File: config.mk
export PLATFORM = sky130hd
export DESIGN_NAME = ft232h_tx_arbiter
export DESIGN_NICKNAME = d
export VERILOG_FILES = /design/src/rtl/ft232h_tx_arbiter.sv
export SDC_FILE = /design/constraint.sdc
export NUM_CORES = 1
export LEC_CHECK = 0
export CORE_MARGIN = 2
export CORE_UTILIZATION = 35
export DETAILED_ROUTE_END_ITERATION = 16
export PLACE_DENSITY = 0.59
export SYNTH_ARGS = -nofsm -noshare
export SYNTH_HDL_FRONTEND = slang
export SYNTH_SLANG_ARGS = --single-unit
File: constraint.sdc
create_clock -name sys_clk -period 3.6 [get_ports sys_clk]
set_input_delay 0.54 -clock sys_clk [delete_from_list [all_inputs] [get_ports sys_clk]]
set_output_delay 0.54 -clock sys_clk [all_outputs]
set_load 0.01 [all_outputs]
File: src/rtl/ft232h_tx_arbiter.sv
`default_nettype none
// ============================================================================
// Module  : ft232h_tx_arbiter
// Brief   : Packet-granular round-robin arbiter sharing the FT232H TX stream
//           among NUM_SRC byte sources, with a mid-packet stall watchdog.
//           Define FT232H_ARB_HEADER_EN to prefix each packet with {4'hA, id}.
// Rev     : 1.0  initial release
// ============================================================================
module ft232h_tx_arbiter #(
    parameter int NUM_SRC      = 4,
    parameter int STALL_CYCLES = 1024
) (
    input  logic                 sys_clk,
    input  logic                 sys_rst,
    input  logic [NUM_SRC*8-1:0] s_tdata,
    input  logic [NUM_SRC-1:0]   s_tvalid,
    input  logic [NUM_SRC-1:0]   s_tlast,
    output logic [NUM_SRC-1:0]   s_tready,
    output logic [7:0]           m_tdata,
    output logic                 m_tvalid,
    input  logic                 m_tready,
    output logic [3:0]           grant_id,
    output logic                 busy,
    output logic                 stall_err
);
    localparam int IDX_W = $clog2(NUM_SRC);
    localparam int WD_W  = (STALL_CYCLES > 1) ? $clog2(STALL_CYCLES + 1) : 1;
    localparam logic [WD_W-1:0] c_wd_last   = WD_W'((STALL_CYCLES > 0) ? STALL_CYCLES - 1 : 0);
    localparam logic [3:0]      c_last_init = 4'(NUM_SRC - 1);

    typedef enum logic [1:0] {
        ST_IDLE   = 2'd0,
        ST_HEADER = 2'd1,
        ST_DATA   = 2'd2
    } state_t;

    state_t          r_state;
    logic [7:0]      r_m_tdata;
    logic            r_m_tvalid;
    logic [3:0]      r_grant_id;
    logic [3:0]      r_last_grant;
    logic            r_stall_err;
    logic [WD_W-1:0] r_wd_cnt;

    logic             w_free;
    logic             w_in_pkt;
    logic [IDX_W-1:0] w_gsel;
    logic             w_valid_g;
    logic             w_last_g;
    logic [7:0]       w_byte_g;
    logic             w_xfer;
    logic             w_found;
    logic [3:0]       w_pick;
    logic [4:0]       w_idx;

    assign w_free    = !r_m_tvalid || m_tready;
    assign w_in_pkt  = (r_state == ST_HEADER) || (r_state == ST_DATA);
    assign w_gsel    = r_grant_id[IDX_W-1:0];
    assign w_valid_g = s_tvalid[w_gsel];
    assign w_last_g  = s_tlast[w_gsel];
    assign w_byte_g  = s_tdata[{w_gsel, 3'b000} +: 8];
    assign w_xfer    = w_in_pkt && w_valid_g && w_free;

    always_comb begin
        s_tready = '0;
        if (w_in_pkt && w_free) begin
            s_tready[w_gsel] = 1'b1;
        end
    end

    // Round-robin search from last_grant+1; last_grant itself is tried last.
    always_comb begin
        w_found = 1'b0;
        w_pick  = 4'd0;
        w_idx   = 5'd0;
        for (int k = 1; k <= NUM_SRC; k++) begin
            w_idx = {1'b0, r_last_grant} + 5'(k);
            if (w_idx >= 5'(NUM_SRC)) begin
                w_idx = w_idx - 5'(NUM_SRC);
            end
            if (!w_found && s_tvalid[w_idx[IDX_W-1:0]]) begin
                w_found = 1'b1;
                w_pick  = w_idx[3:0];
            end
        end
    end

    always_ff @(posedge sys_clk or posedge sys_rst) begin
        if (sys_rst) begin
            r_state      <= ST_IDLE;
            r_m_tdata    <= 8'h00;
            r_m_tvalid   <= 1'b0;
            r_grant_id   <= 4'd0;
            r_last_grant <= c_last_init;
            r_stall_err  <= 1'b0;
            r_wd_cnt     <= '0;
        end else begin
            r_stall_err <= 1'b0;
            if (w_free) begin
                r_m_tvalid <= 1'b0;
            end
            case (r_state)
                ST_IDLE: begin
                    if (w_found && w_free) begin
                        r_grant_id <= w_pick;
                        r_wd_cnt   <= '0;
`ifdef FT232H_ARB_HEADER_EN
                        r_m_tdata  <= {4'hA, w_pick};
                        r_m_tvalid <= 1'b1;
                        r_state    <= ST_HEADER;
`else
                        r_state    <= ST_DATA;
`endif
                    end
                end
                // HEADER already accepts payload so the first byte follows the header directly.
                ST_HEADER, ST_DATA: begin
                    if (w_xfer) begin
                        r_m_tdata  <= w_byte_g;
                        r_m_tvalid <= 1'b1;
                        r_wd_cnt   <= '0;
                        if (w_last_g) begin
                            r_last_grant <= r_grant_id;
                            r_state      <= ST_IDLE;
                        end else begin
                            r_state <= ST_DATA;
                        end
                    end else if (r_state == ST_HEADER) begin
                        r_state <= ST_DATA;
                    end else if (!w_valid_g && (STALL_CYCLES != 0)) begin
                        if (r_wd_cnt == c_wd_last) begin
                            r_stall_err  <= 1'b1;
                            r_last_grant <= r_grant_id;
                            r_wd_cnt     <= '0;
                            r_state      <= ST_IDLE;
                        end else begin
                            r_wd_cnt <= r_wd_cnt + 1'b1;
                        end
                    end
                end
                default: r_state <= ST_IDLE;
            endcase
        end
    end

    assign m_tdata   = r_m_tdata;
    assign m_tvalid  = r_m_tvalid;
    assign grant_id  = r_grant_id;
    assign busy      = w_in_pkt;
    assign stall_err = r_stall_err;

endmodule
`default_nettype wire

==> results.yml <==
die:
  dieWidth_um: 85.44
  ios: 62
  row_count: 29
  die_h_um: 85.44
  die_area_mm2: 0.007299
  start_util_pct: 36.34
  coreArea_mm2: 0.006386
layout:
  diodes: 0
  layout.nets: 344
  drive_gt1_share_pct: 14.69
  area_delta_synth_final_pct: 33.91
  final_cell_count_no_fill: 363
timing:
  finalCriticalPeriod_ns: 2.742
  fin_crit_sh_pct: 76.17
  finalSetupViolCount: 0
  tns_ns: 0
  skew_ns: 0.006571
  worstMarginPinSlew_ns: 0.6347
  rsz0062_at_grt: "false"
  relSlewSlack_pct: 57.36
  max_freq_ghz: 0.3647
  maxSlewViolCount: 0
  timing_hold_violations_final: 0
placement:
  hpwl_um: 4252
  dp.cells: 356
  portBuffers: 61
  globalplace.congestion: 0.8341
drt:
  drt_iter0_drc: 99
  postRouteAntennaNets: 0
  routedWlPerCell_um: 15.20
  wirelength_um: 5518
  viasPerCell: 5.347
  dr.pass1.iters: 4
  drc: 0
  vias: 1941
setup_path:
  cp-end-kind: "flop"
  cp-start-kind: "flop"
  crit_fanout: 11
  crit_required_ns: 3.80
  criticalPathCategory: "flop to flop"
  cp_data_arrival_time_ns: 2.94
  r2r_slack_ns: 0.86
synthesis:
  synthTopCellsByArea: "dfrtp_1 (30%), mux4_2 (9.7%), ha_1 (8.1%)"
  synth_ff_type: "dfrtp_1"
  yosysUniqueCellTypes: 53
  synth_seq_cells: 30
  synth_edf_count: 0
  syn_nets: 284
  synthArstFlopShare_pct: 100.0
  synth_top_area_share_pct: 30.19
  synth-warning-count: 0
  synth_common_cells: "dfrtp_1 (28), nor2_1 (22), ha_1 (15)"
  ys_seq_area_share_pct: 32.45
  synth_most_common_cell: "dfrtp_1"
  avgSynthCellArea_um2: 10.27
  syn_area_mm2: 0.002321
  yosys.area.top_type: "dfrtp_1"
  netlist_instances: 226
clocking:
  cts.sinks: 30
  clkTransAtPathRegs_ns: 0.07
  cts_resized: 0
  cts_tree: "built"
  cts-htree-levels: 2
  cts_made_buffers: 5
  ctsHoldBuffers: 0
  cts_setup_buffers: 0
  clock_path_buffers: 2
  cts_root_buffer: "clkbuf_8"
  clock_latency_ns: 0.28
global_routing:
  first_global_vias: 1877
  gr-total-overflow: 0
  grt_use_total_pct: 15.78
  antenna_found_initial: 0
  grt_pass1_wl_um: 9170
  grt_max_degree: 31
worst_hold_path:
  min_path_type: "flop to flop"
power_and_ir_drop:
  vdd_drop_max_v: 0.0003386
  p_leak_nw: 1.273
  p_per_area_mw_per_mm2: 794.9
outcome:
  status: "finished clean"
job:
  cap_violations: 0
[registers in the layout, summed over array words and instances, names as in the netlist, named ones only]
name	flops
r_last_grant	4
m_tdata	8
grant_id	4
r_wd_cnt	11
stall_err	1
r_state	1
[critical path: stages, from the launching register on]
cell      delay [ns]
dfstp_2         0.64
inv_1           0.19
ha_1            0.44
mux4_1          0.67
nor2b_1         0.23
nand3b_1        0.09
and3_2          0.22
a211oi_2        0.17
[routing by layer]
layer | vias up | track usage [%] | share of wire, %
met5 | - | 0 | 0
met4 | 0 | 3.463 | 0.67
met3 | 2 | 3.794 | 3.7
met2 | 42 | 25.36 | 49
met1 | 941 | 21.68 | 47
li1 | 956 | - | -
[kinds of logic after synthesis]
group	after synthesis	share of synthesized area (%)
mux	28	20.22
fa+ha+maj	15	8.086
simple gates	77	16.93
compound gates	41	13.05
buf+inv	21	3.989
xor+xnor	14	5.283
flops	30	32.45
[power breakdown]
group	switching [mW]	internal, mW	total, mW
clock network	0.123	0.221	0.344
registers	0.175	0.463	0.637
logic	0.706	0.783	1.49
[placed cells by master (no fill, tap or decap), drive strengths merged, types with 2 or more instances in the layout]
cell type and count:
nor2b 5, dfstp 2, clkdlybuf4s50 61, a31o 2, nand3b 4, clkbuf 6, nand4b 2, nand2b 5
mux2i 3, ha 15, xnor2 4, dfrtp 28, nand3 8, nor2 22, nor3 7, inv 10
nand2 13, a21oi 4, and3 4, and2 2, xor2 10, mux4 13, o21ai 11, a22oi 3
o2111ai 2, a31oi 3, o211ai 4, o31ai 2, buf 3, a211oi 2, mux2 12
[stage by stage]
| step | worst slack [ns] | hold WS [ns] | util (%) | total power [mW] | instance area (µm²) |
|---|---|---|---|---|---|
| 2_1_floorplan | 0.9980 | 0.4789 | - | 1.647 | 2321 |
| 3_3_place_gp | 0.9328 | 0.4887 | 46.90 | 2.143 | 2995 |
| 6_report | 0.8579 | 0.5051 | 48.67 | 2.470 | 3108 |
| 3_5_place_dp | 0.8645 | 0.4962 | 46.90 | 2.142 | 2995 |
| 5_1_grt | 0.6889 | 0.5197 | 48.67 | 2.691 | 3108 |
| 4_1_cts | 0.8555 | 0.5119 | 48.67 | 2.500 | 3108 |
[cell type report]
class	instances	area [µm²]
Tap cell	77	96.34
Multi-Input combinational cell	175	1475
Inverter	10	37.54
Timing Repair Buffer	64	633.1
Fill cell	592	3278
Clock buffer	6	82.58
Clock inverter	1	30.03
Sequential cell	30	753.2
[path summary, 6_finish.rpt]
kind	startpoint	endpoint	depth (start not counted)
max in group asynchronous	sys_rst	r_last_grant[1]$_DFFE_PP1P_	3
hold reg to reg	m_tdata[5]$_DFFE_PP0P_	m_tdata[5]$_DFFE_PP0P_	1
setup / recovery	r_last_grant[1]$_DFFE_PP1P_	grant_id[2]$_DFFE_PP0P_	7
setup reg to reg	r_last_grant[1]$_DFFE_PP1P_	grant_id[2]$_DFFE_PP0P_	7
hold / removal	m_tdata[5]$_DFFE_PP0P_	m_tdata[5]$_DFFE_PP0P_	1
min in group asynchronous	sys_rst	m_tdata[1]$_DFFE_PP0P_	3
(Power assumes the default switching activity.)
==> RTL edit, RTL diff (same flow settings) <==
`NUM_SRC`: 4 -> 8.
--- a/src/rtl/ft232h_tx_arbiter.sv
+++ b/src/rtl/ft232h_tx_arbiter.sv
@@ -9,3 +9,3 @@
 module ft232h_tx_arbiter #(
-    parameter int NUM_SRC      = 4,
+    parameter int NUM_SRC      = 8,
     parameter int STALL_CYCLES = 1024
Interface: changed (resized s_tdata, s_tlast, s_tready and s_tvalid); port bits go from 62 to 106. The function was not compared with the original's and may differ.
==> RTL edit against the original RTL <==
Clock power fell by 5.8%. Total power rose by 64%. Sequential cell count did not move. Setup slack got worse by 610 ps. Synthesized area rose by 51%. Wire length rose by 87%. Final area rose by 52%. Sequential power fell by 5.2%. Highest routed layer unchanged.
==> RTL edit: results (changes against the original RTL) <==
Commonest cells post-synth 34 x nor2_1, 27 x dfrtp_1, 26 x nand2_1, 25 x mux4_2; clk_skew 5.22 ps (-1.35 ps); Distinct cells, synth 64 (+21%); gpl congestion 0.922 (+11%); drt via density 5.68 (+6.2%); CTS Buf Count 5 (unchanged); Post-CTS Resized 0 (unchanged); Pre-antenna DRT Iters 5 (+1); placed inst area 4630 µm² (+54%); max reg flops 11 (unchanged); Final nets 559 (+63%); global-route wire length before repair 16900 µm (+84%); Post-CTS Setup Bufs 0 (unchanged); maximum VDD drop 0.365 mV (+7.8%); largest net degree at the start of global routing 31 (unchanged); critical path launch point r_last_grant[0]; ratio of cells with drive above 1 in the final layout 13.5% (-1.2 points); Slew headroom 50.4% (-6.9 points); worst reg2reg endpoint grant_id[2]; kind of path behind the tightest hold check register to register; initial antenna violation count 0 (unchanged); CP max FO 10 (-1); clk buf depth 2 (unchanged); total track usage 18.8% (+3.1 points); Static Leak 1.86 nW (+46%); outcome complete, no violations; root buffer cell clkbuf_8; R2R setup slack 250 ps (-610 ps); async set-or-reset flop fraction in the synthesized netlist 100% (unchanged); Crit. End Element register; CTS H-tree lvls 2 (unchanged); Seq/Total Area, Yosys 21.6% (-11 points); layout filler cell count 945 (+60%); Biggest register r_wd_cnt; CP arrival 3490 ps (+550 ps); DRT iter0 DRCs 170 (+72%); vias in the first global route 3305 (+76%); synth warn 0 (unchanged); I/O Buffers 105 (+72%); n_diodes 0 (unchanged); most area-consuming cells after synthesis dfrtp_1 19%, mux4_2 16%, mux2i_1 6.9%, ha_1 3.9%, nor2_1 3.6%; r2r worst-path depth 8 (+1); DP HPWL 7860 µm (+85%); Worst-path clk slew 70 ps (about the same); DR WL/cell 17.2 µm (+13%); net count after synthesis 465 (+64%); Skew-Pair Late Insertion Delay 280 ps (about the same)
## RTL edit: cell count changes after synthesis, moves of 6 or more
cell     delta
a21oi_1    +21
xor2_1      -9
nor3_1      +9
nor2_1     +12
mux4_2     +15
mux2_1      +6
mux2i_1    +21
o21ai_0     +6
a211o_1     +7
nand2_1    +13
## RTL edit: cells by family (layout without fill, tap and decap cells)
logic type                 count (synthesis)  count (layout)  share of synthesized area, %
AOI/OAI and AO/OA                         95              95                          19.0
xor gates and xnor gates                   6               6                          1.50
adders and majority gates                 11              11                          3.93
buffers and inverters                     39             134                          5.83
DFF                                       30              30                          21.6
muxes                                     68              68                          30.8
and+or+nand+nor                          122             122                          17.4
## RTL edit: per-layer routing
layer	wire length, µm	vias up	track usage (%)
li1	-	1619	-
met1	4670	1641	26.3
met2	4930	129	30.8
met3	577	12	2.82
met4	122	0	4.54
met5	0	-	0
## RTL edit: worst min path at each step
stage / cells past startpoint / slack (ps) / from / end
finish: 1 / 480 / r_wd_cnt[10] / r_wd_cnt[10]
global route: 1 / 500 / r_wd_cnt[10] / r_wd_cnt[10]
CTS: 1 / 480 / r_wd_cnt[10] / r_wd_cnt[10]
detailed placement: 1 / 470 / r_wd_cnt[10] / r_wd_cnt[10]
global placement: 1 / 460 / r_wd_cnt[10] / r_wd_cnt[10]
floorplan: 1 / 450 / r_wd_cnt[10] / r_wd_cnt[10]
## RTL edit: area by class of cell
class / count / area, µm² / area share [%]
Sequential cell: 30 / 754 / 15.9
Clock buffer: 8 / 110 / 2.32
Timing Repair Buffer: 114 / 1120 / 23.6
Tap cell: 133 / 166 / 3.51
Inverter: 12 / 45.0 / 0.951
Multi-Input combinational cell: 302 / 2540 / 53.7
## RTL edit: stage by stage
step	utilization (%)	setup slack (ps)	instances	hold slack [ps]
after floorplan	-	418	371	449
after global placement	47.5	392	591	461
after detailed placement	47.5	292	591	468
after CTS	48.7	284	599	483
after global routing	48.7	1.48	599	498
final	48.7	253	599	481
## RTL edit: critical path: stages (launching register included)
cell	delay, ps
dfstp_2	530
clkinv_1	200
ha_1	680
clkinv_1	300
mux4_2	570
and2_4	200
and3_4	170
a2111oi_0	460
a311oi_1	100
## RTL edit: power breakdown
| part | switching, mW | internal, mW | total (mW) |
|---|---|---|---|
| registers | 0.137 | 0.467 | 0.604 |
| logic | 1.69 | 1.44 | 3.13 |
| clock network | 0.131 | 0.193 | 0.324 |
